### config.mk
export PLATFORM = sky130hd
export DESIGN_NAME = mux6_rr_arbiter
export DESIGN_NICKNAME = d
export VERILOG_FILES = /design/src/rtl/mux6_rr_arbiter.sv
export SDC_FILE = /design/constraint.sdc
export NUM_CORES = 1
export LEC_CHECK = 0
export ABC_AREA = 0
export CORE_MARGIN = 8
export CORE_UTILIZATION = 40
export CTS_CLUSTER_DIAMETER = 120
export DETAILED_ROUTE_END_ITERATION = 7
export GPL_TIMING_DRIVEN = 0
export PLACE_DENSITY = 0.86
export SYNTH_ARGS = -nofsm -noshare
export SYNTH_HDL_FRONTEND = slang
export SYNTH_SLANG_ARGS = --single-unit
### constraint.sdc
create_clock -name clk -period 4.4 [get_ports clk]
set_clock_uncertainty 0.1 [all_clocks]
set_input_delay 0.66 -clock clk [delete_from_list [all_inputs] [get_ports clk]]
set_output_delay 0.66 -clock clk [all_outputs]
set_load 0.01 [all_outputs]
### src/rtl/mux6_rr_arbiter.sv
// Six-input round-robin arbiter with a registered data mux and a valid/ready output.
// Each transfer walks IDLE -> BUSY -> DONE; the winner's data is captured at grant
// and held until the consumer accepts it, then a one-cycle ack goes back.
module mux6_rr_arbiter #(
    parameter int unsigned WIDTH = 32
) (
    input  logic             clk,
    input  logic             rst,
    input  logic [5:0]       req,
    input  logic [WIDTH-1:0] in0,
    input  logic [WIDTH-1:0] in1,
    input  logic [WIDTH-1:0] in2,
    input  logic [WIDTH-1:0] in3,
    input  logic [WIDTH-1:0] in4,
    input  logic [WIDTH-1:0] in5,
    output logic [5:0]       ack,
    output logic [2:0]       sel,
    output logic [WIDTH-1:0] out_data,
    output logic             out_valid,
    input  logic             out_ready,
    output logic             busy
);

    localparam int unsigned NREQ = 6;

    localparam logic [1:0] IDLE = 2'd0;
    localparam logic [1:0] BUSY = 2'd1;
    localparam logic [1:0] DONE = 2'd2;

    localparam logic [2:0] NO_GRANT = 3'b111;
    localparam logic [2:0] PTR_RST  = 3'd5;

    logic [1:0]       state;
    logic [1:0]       state_nxt;
    logic [2:0]       ptr;
    logic [2:0]       ptr_nxt;
    logic [2:0]       sel_nxt;
    logic [5:0]       ack_nxt;
    logic [WIDTH-1:0] out_data_nxt;
    logic             out_valid_nxt;
    logic             busy_nxt;

    logic [WIDTH-1:0] din [NREQ];
    logic [3:0]       cand;
    logic             found;
    logic [2:0]       winner;

    assign din[0] = in0;
    assign din[1] = in1;
    assign din[2] = in2;
    assign din[3] = in3;
    assign din[4] = in4;
    assign din[5] = in5;

    // Rotating-priority search: first requester after ptr, wrapping 5 -> 0.
    always_comb begin
        cand   = 4'd0;
        found  = 1'b0;
        winner = 3'd0;
        for (int k = 1; k <= 6; k++) begin
            cand = 4'(ptr) + 4'(k);
            if (cand >= 4'd6) begin
                cand = cand - 4'd6;
            end
            if (!found && req[cand[2:0]]) begin
                found  = 1'b1;
                winner = cand[2:0];
            end
        end
    end

    // Next-state and next-output logic for the IDLE/BUSY/DONE sequence.
    always_comb begin
        state_nxt     = state;
        ptr_nxt       = ptr;
        sel_nxt       = sel;
        ack_nxt       = ack;
        out_data_nxt  = out_data;
        out_valid_nxt = out_valid;
        busy_nxt      = busy;
        case (state)
            IDLE: begin
                if (found) begin
                    state_nxt     = BUSY;
                    sel_nxt       = winner;
                    out_data_nxt  = din[winner];
                    out_valid_nxt = 1'b1;
                    busy_nxt      = 1'b1;
                end
            end
            BUSY: begin
                if (out_valid && out_ready) begin
                    state_nxt     = DONE;
                    out_valid_nxt = 1'b0;
                    ack_nxt       = 6'b000001 << sel;
                    ptr_nxt       = sel;
                end
            end
            DONE: begin
                state_nxt = IDLE;
                ack_nxt   = 6'b000000;
                sel_nxt   = NO_GRANT;
                busy_nxt  = 1'b0;
            end
            default: begin
                state_nxt     = IDLE;
                ack_nxt       = 6'b000000;
                sel_nxt       = NO_GRANT;
                out_valid_nxt = 1'b0;
                busy_nxt      = 1'b0;
            end
        endcase
    end

    // State and output registers; reset wins over any in-flight transfer.
    always_ff @(posedge clk) begin
        if (rst) begin
            state     <= IDLE;
            ptr       <= PTR_RST;
            sel       <= NO_GRANT;
            ack       <= 6'b000000;
            out_valid <= 1'b0;
            out_data  <= '0;
            busy      <= 1'b0;
        end else begin
            state     <= state_nxt;
            ptr       <= ptr_nxt;
            sel       <= sel_nxt;
            ack       <= ack_nxt;
            out_valid <= out_valid_nxt;
            out_data  <= out_data_nxt;
            busy      <= busy_nxt;
        end
    end

endmodule

==> results of run 1 <==
-- sequential cells by signal, summed over array words and instances, names as in the netlist --
register   count
state          2
out_data      32
ack            6
sel            3
ptr            3
busy           1
out_valid      1
-- worst reg2reg max path, cell delays in order (launching register included) --
cell        delay [ns]
dfxtp_1           0.43
clkbuf_4          0.26
clkinvlp_4        0.21
ha_1              0.33
buf_2             0.17
a211oi_2          0.21
xnor2_1           0.21
mux2i_2           0.33
and2_1            0.25
nand2_1           0.07
o211a_1           0.25
or2_1             0.23
buf_6             0.14
buf_6             0.16
mux2_4            0.32
a2111o_1          0.41
-- worst paths after layout --
kind / endpoint / cells after the start / slack (ns)
worst max-delay path: out_data[23]$_SDFFE_PP0P_ / 15 / 0.21
worst min-delay path: ack[2]$_SDFFE_PP0P_ / 1 / 0.37
worst max register to register: out_data[23]$_SDFFE_PP0P_ / 15 / 0.21
worst min register to register: ack[2]$_SDFFE_PP0P_ / 1 / 0.37
-- cell usage after synthesis, drive strengths merged, types with 2 or more instances --
cell type / count / share of area, %
o211ai: 3 / 0.51
nand2b: 3 / 0.42
o21a: 2 / 0.34
nor2b: 2 / 0.28
and3b: 2 / 0.39
a221oi: 2 / 0.53
nor4: 2 / 0.28
a221o: 2 / 0.45
xnor2: 5 / 0.98
a211o: 2 / 0.39
ha: 11 / 3.1
o311ai: 2 / 0.39
mux2: 34 / 11
a311oi: 2 / 0.53
dfxtp: 48 / 22
nand3: 6 / 0.67
clkbuf: 13 / 1.1
a31oi: 4 / 0.56
buf: 24 / 3.7
and2: 4 / 0.56
o21ai: 15 / 1.8
a32oi: 3 / 0.59
mux2i: 77 / 18
a21boi: 2 / 0.42
a32o: 3 / 0.67
nor3: 9 / 1.0
a2111o: 32 / 8.1
nand2: 11 / 0.93
nand4: 5 / 0.70
inv: 43 / 3.6
xor2: 2 / 0.39
o2111ai: 2 / 0.39
a21oi: 8 / 0.98
a21o: 3 / 0.51
nor2: 118 / 9.9
-- power groups by stage --
stage	Combinational [mW]	Sequential [mW]	Clock, mW
after floorplan	0.708	0.613	0
final	1.29	0.571	0.276
after detailed placement	1.27	0.582	0
after global placement	1.25	0.574	0
after CTS	1.28	0.572	0.285
after global routing	1.38	0.581	0.299
-- kinds of logic (layout without fill, tap and decap cells) --
| family | Yosys count | after routing | share of synthesized area (%) |
|---|---|---|---|
| AOI/OAI and AO/OA | 98 | 98 | 19.7 |
| buffers and inverters | 80 | 335 | 8.45 |
| adders and majority gates | 11 | 11 | 3.09 |
| DFF | 48 | 48 | 21.6 |
| muxes | 111 | 111 | 28.9 |
| xor gates and xnor gates | 7 | 7 | 1.38 |
| and+or+nand+nor | 171 | 171 | 16.9 |
-- per-stage QoR --
stage	TNS (ns)	instance area [um2]	hold slack, ns
finish	0	7230	0.371
global route	-0.0145	7230	0.413
CTS	0	7160	0.375
detailed placement	-5.72	7060	0.354
global placement	-2.85	7060	0.350
floorplan	0	4450	0.383
-- layout make-up --
type | count | area [um2] | share of cell area [%]
inverter | 43 | 165 | 2.28
buffer | 37 | 236 | 3.27
timing repair buffer | 247 | 2460 | 34.1
clock buffer | 7 | 86.3 | 1.19
sequential | 48 | 962 | 13.3
multi-input combinational | 398 | 3130 | 43.4
clock inverter | 1 | 7.51 | 0.104
tap | 140 | 175 | 2.42
-- layout by cell type (no fill, tap or decap), drive strengths merged, types with 2 or more instances in the layout --
cell             n
a2111o          32
a211o            2
a21boi           2
a21o             3
a21oi            8
a221o            2
a221oi           2
a311oi           2
a31oi            4
a32o             3
a32oi            3
and2             4
and3b            2
buf             27
clkbuf          21
clkdlybuf4s50  243
clkinvlp         2
dfxtp           48
ha              11
inv             42
mux2            34
mux2i           77
nand2           11
nand2b           3
nand3            6
nand4            5
nor2           118
nor2b            2
nor3             9
nor4             2
o2111ai          2
o211ai           3
o21a             2
o21ai           15
o311ai           2
xnor2            5
xor2             2
-- timing repair --
item | in CTS | in global routing
setup endpoints to repair | 32 | 32
hold buffers | 0 | 0
cloned | 0 | 0
buffers inserted | 0 | 4
gates resized for setup | 3 | 17
-- per-layer routing --
| metal | wire, um | vias to the layer above | GRT usage [%] | share of wire [%] |
|---|---|---|---|---|
| li1 | - | 2404 | - | - |
| met4 | 591 | 0 | 8.71 | 3.4 |
| met1 | 6610 | 2260 | 23.1 | 38 |
| met5 | 0 | - | 0 | 0 |
| met3 | 1040 | 36 | 5.26 | 6.0 |
| met2 | 9250 | 219 | 43.0 | 53 |
==> metrics.cfg, run 1 <==
[critical_path]
cp.arrival_ns=4.28
crit_path_end_kind=flop
crit_chain=clkbuf_4, clkinvlp_4, ha_1, buf_2, a211oi_2, xnor2_1, mux2i_2, and2_1, nand2_1, o211a_1, or2_1, buf_6, buf_6, mux2_4, a2111o_1
path_max_fanout=10
crit_type=flop to flop
cp-start-kind=flop
cp-startpoint=ptr[1]$_SDFFE_PP0P_
crit_required_ns=4.48
slowest_delay_ns=0.43
cp_num_buf_inv=5
crit_family=buffers and inverters
cpMaxStageDelayCell=dfxtp_1
path_common_cell=buf_6
reg2reg_from=ptr[1]$_SDFFE_PP0P_

[job]
drv_cap=0

[drt]
drt_wl_total_um=17500
vias=4919
wl_per_cell_um=19.0
drtIter0Drc=323
dr.pass1.iters=5
vias_per_cell=5.34
drcViolationCount=0
ant_nets=0

[global_routing]
gr-total-overflow=0
grt_pass1_wl_um=26700
grt_max_degree=15
antenna_found_initial=0
grt_use_total_pct=22.5
grt_pass1_vias=5281

[cells_and_area]
area_growth_pct=62.3
fill_cells=870
final_cells=921
num_antenna_cells=0
final_nets=992
drive_gt1_share_pct=11.8
final_util_pct=66.7

[sta]
fin_ws_ns=0.206
finalCritPeriodShare_pct=95.3
fmax_mhz=238
slew_headroom_pct=66.8
min_period_ns=4.19
slew_viol_final=0
hold_viol_final=0
setup_viol=0
worst_pin_slew_ns=0.485

[clock_tree]
clk_pin_slew_worst_paths_ns=0.09
cts.path.max_buffers=2
cts_tree=yes
cts-root-buf=clkbuf_8
clock_latency_ns=0.29
cts_max_level=2
cts.sink_count=48
numCtsBuffers=5

[run_status]
status=finished, final reports clean

[floorplanning]
chipHeight_um=122
start_util_pct=41.1
die_area_mm2=0.0148
rows=38
io_pins=244
die_w_um=122
core_mm2=0.0108

[power]
clkPwrFrac_pct=12.9
power.total_mw=2.14
p_sw_uw=773
ir_worst_vdd_v=0.000157
p_comb_share_pct=60.3
p_leak_nw=3.06
power.density_mw_per_mm2=296
p_seq_share_pct=26.7
internal-power_mw=1.36
p_sw_share_pct=36.2

[synthesis]
syn_inst=526
synth_edf_count=0
synth_ff_type=dfxtp_1
synth_fp_nets=738
yosysWarnings=0
synth_cell_types=68
ys_seq_area_share_pct=21.6
synthArstFlopShare_pct=0
ys_ff_latch=48
synthesis.area_mm2=0.00445
syn_area_per_cell_um2=8.47

[placement]
placed_cells=909
dp_hpwl_um=14700
gp_congestion=0.914
dpl_worst_slack_ns=-0.289
portBuffers=243

[min_path]
min_from=ack[2]$_SDFFE_PP0P_
hp-class=flop to flop

(Power assumes the default switching activity.)
==> inputs of run 2 (changes only) <==
Settings changed: SLEW_MARGIN from default to 20.
==> results of run 2 <==
No change in the layout: final DEF, timing and power equal those of run 1.
==> inputs of run 3 (changes only) <==
Settings changed: CORE_MARGIN 8 to default, CORE_UTILIZATION 40 to 43, PLACE_DENSITY 0.86 to 0.92.
Clock period 4.4 ns to 5.2 ns, I/O delays scaled along.
==> run 3 against run 2 <==
First-iteration DRC count fell by 25%. Critical path depth did not move. Final cell count fell by 1.3%. Non-clock buffer count fell by 4. Die area fell by 27%. Count of clock-buffer cells in the layout did not move. Via count fell by 1.0%. Register-to-register slack improved by 0.44 ns. Largest cell class unchanged. Largest power group unchanged.
==> metrics.cfg, run 3 (synthesized netlist as in run 1, its figures left out) <==
[power]
p_sw_share_pct=36.1  ; -0.12 points
power.density_mw_per_mm2=252  ; -15%
ir_worst_vdd_v=0.000153  ; -2.5%
p_seq_share_pct=27.0  ; +0.3 points
p_sw_uw=650  ; -16%
p_leak_nw=3.03  ; -0.78%
internal-power_mw=1.15  ; -16%
p_comb_share_pct=59.4  ; -0.9 points
clkPwrFrac_pct=13.7  ; +0.8 points

[sta]
rsz0062_at_grt=false
setup_viol=0  ; unchanged
slew_headroom_pct=67.7  ; +0.95 points
min_period_ns=4.55  ; +0.358 ns
slew_viol_final=0  ; unchanged
worst_pin_slew_ns=0.471  ; -0.0138 ns
finalCritPeriodShare_pct=87.5  ; -7.8 points
hold_ws_ns=0.375  ; +0.00405 ns
setup_tns_ns=0  ; unchanged
fmax_mhz=220  ; -7.9%
hold_viol_final=0  ; unchanged

[clock_tree]
cts-root-buf=clkbuf_8
cts_max_level=2  ; unchanged
clock_latency_ns=0.29  ; about the same
cts.path.max_buffers=2  ; unchanged
cts.sink_count=48  ; unchanged
cts_tree=yes
cts-resized-gates=0  ; -3
holdBufCountCts=0  ; unchanged
clk_pin_slew_worst_paths_ns=0.10  ; about the same
cts_setup_buffers=0  ; unchanged
numCtsBuffers=5  ; unchanged

[global_routing]
grt_pass1_wl_um=25700  ; -3.9%
grt_use_met2_pct=56.2  ; +13 points
grt_max_degree=14  ; -1
grt_use_met3_pct=4.03  ; -1.2 points
grt_use_total_pct=29.6  ; +7.1 points
antenna_found_initial=0  ; unchanged
grtUsageMet1_pct=32.9  ; +9.8 points
grt_pass1_vias=5149  ; -2.5%
gr-total-overflow=0  ; unchanged
grt_busiest_layer=met2

[critical_path]
crit_type=flop to flop
crit_chain=clkbuf_1, inv_1, ha_1, buf_2, a211oi_2, xnor2_1, mux2i_1, and4_1, o2111ai_1, a22oi_1, buf_2, buf_2, mux2i_1, nor2_1, a2111o_1
r2r_cells=15  ; unchanged
path_common_cell=buf_2
cp-endpoint=out_data[28]$_SDFFE_PP0P_
cp-start-kind=flop
worst_r2r_endpoint=out_data[28]$_SDFFE_PP0P_
cp-startpoint=ptr[1]$_SDFFE_PP0P_
reg2reg_from=ptr[1]$_SDFFE_PP0P_
cpMaxStageDelayCell=dfxtp_1
crit_path_end_kind=flop
path_max_fanout=10  ; unchanged
cp.arrival_ns=4.64  ; +0.36 ns
crit_required_ns=5.29  ; +0.81 ns
slowest_delay_ns=0.42  ; about the same
rrSetupSlack_ns=0.65  ; +0.44 ns

[cells_and_area]
area_growth_pct=60.5
final_common_cell=clkdlybuf4s50_1
regMostFlops=out_data
drive_gt1_share_pct=9.92  ; -1.9 points
final_nets=988  ; -0.40%
reg.largest.list=out_data x32, ack x6
final_util_pct=72.1  ; +5.5 points
num_antenna_cells=0  ; unchanged
largest_reg_flops=32  ; unchanged
fill_cells=766  ; -12%
layout_common_cells=243 x clkdlybuf4s50_1, 118 x nor2_1, 74 x mux2i_1

[drt]
wl_per_cell_um=17.8  ; -6.2%
drtIter0Drc=242  ; -25%
drt_wl_total_um=16200  ; -7.5%
vias_per_cell=5.36  ; +0.29%
vias=4869  ; -1.0%
drcViolationCount=0  ; unchanged
dr.pass1.iters=4  ; -1
ant_nets=0  ; unchanged

[floorplanning]
io_pins=244  ; unchanged
chipHeight_um=104  ; -15%
start_util_pct=44.9  ; +3.9 points
die_area_mm2=0.0108  ; -27%
rows=36  ; -5.3%
die_w_um=104  ; -15%
core_mm2=0.00991  ; -8.6%

[placement]
portBuffers=243  ; unchanged
gp_congestion=0.910  ; -0.43%
dp_hpwl_um=13300  ; -9.9%

[run_status]
status=finished, final reports clean

[job]
drv_cap=0  ; unchanged

[min_path]
hp-class=flop to flop

run 3: changes by cell type in the layout (fill, tap and decap cells not counted), moves of 2 or more:
| cell | delta |
|---|---|
| clkinvlp_4 | -2 |
| clkbuf_1 | +3 |
| mux2i_2 | -2 |
| clkbuf_2 | -4 |
| mux2i_1 | +2 |
| buf_2 | +2 |
| buf_6 | -2 |
| buf_4 | -4 |
run 3: cell type report:
cell class,instances,area [um2],share of cell area (%)
Buffer,37,215,3.01
Timing Repair Buffer,243,2430,34.0
Sequential cell,48,961,13.4
Tap cell,133,166,2.33
Multi-Input combinational cell,398,3120,43.6
Inverter,43,161,2.26
Clock buffer,7,96.3,1.35
run 3: stage by stage:
step | total power [mW] | setup slack, ns | std cells | instance area, um2
floorplan | 1.12 | 1.35 | 526 | 4450
global placement | 1.53 | 0.719 | 902 | 7050
detailed placement | 1.56 | 0.658 | 902 | 7050
CTS | 1.81 | 0.633 | 909 | 7150
global route | 1.90 | 0.248 | 909 | 7150
finish | 1.80 | 0.648 | 909 | 7150
run 3: worst max-delay path, delay by kind of cell (launching register included):
kind | cells | cell delay [ns]
mux | 2 | 0.64
flops | 1 | 0.42
buf+inv | 5 | 1.48
fa+ha+maj | 1 | 0.34
compound gates | 4 | 0.88
xor+xnor | 1 | 0.22
simple gates | 2 | 0.37
run 3: power by group through the flow:
stage	Sequential, mW	Clock (mW)	Combinational [mW]
after floorplan	0.519	0	0.599
after global placement	0.487	0	1.04
after detailed placement	0.493	0	1.07
after CTS	0.484	0.251	1.07
after global routing	0.495	0.262	1.14
final	0.486	0.246	1.07
run 3: routing by layer:
layer	vias up	wire, um
met5	-	0
met4	0	596
met3	42	757
met2	186	8550
met1	2252	6280
li1	2389	-
run 3: how the worst min path moves through the flow:
stage / slack [ns] / start / endpoint / depth (start not counted)
2_1_floorplan: 0.38 / ack[1]$_SDFFE_PP0P_ / ack[1]$_SDFFE_PP0P_ / 2
3_3_place_gp: 0.35 / busy$_SDFFE_PP0P_ / busy$_SDFFE_PP0P_ / 1
3_5_place_dp: 0.36 / ack[1]$_SDFFE_PP0P_ / ack[1]$_SDFFE_PP0P_ / 2
4_1_cts: 0.38 / ack[1]$_SDFFE_PP0P_ / ack[1]$_SDFFE_PP0P_ / 2
5_1_grt: 0.40 / busy$_SDFFE_PP0P_ / busy$_SDFFE_PP0P_ / 1
6_report: 0.38 / ack[1]$_SDFFE_PP0P_ / ack[1]$_SDFFE_PP0P_ / 2
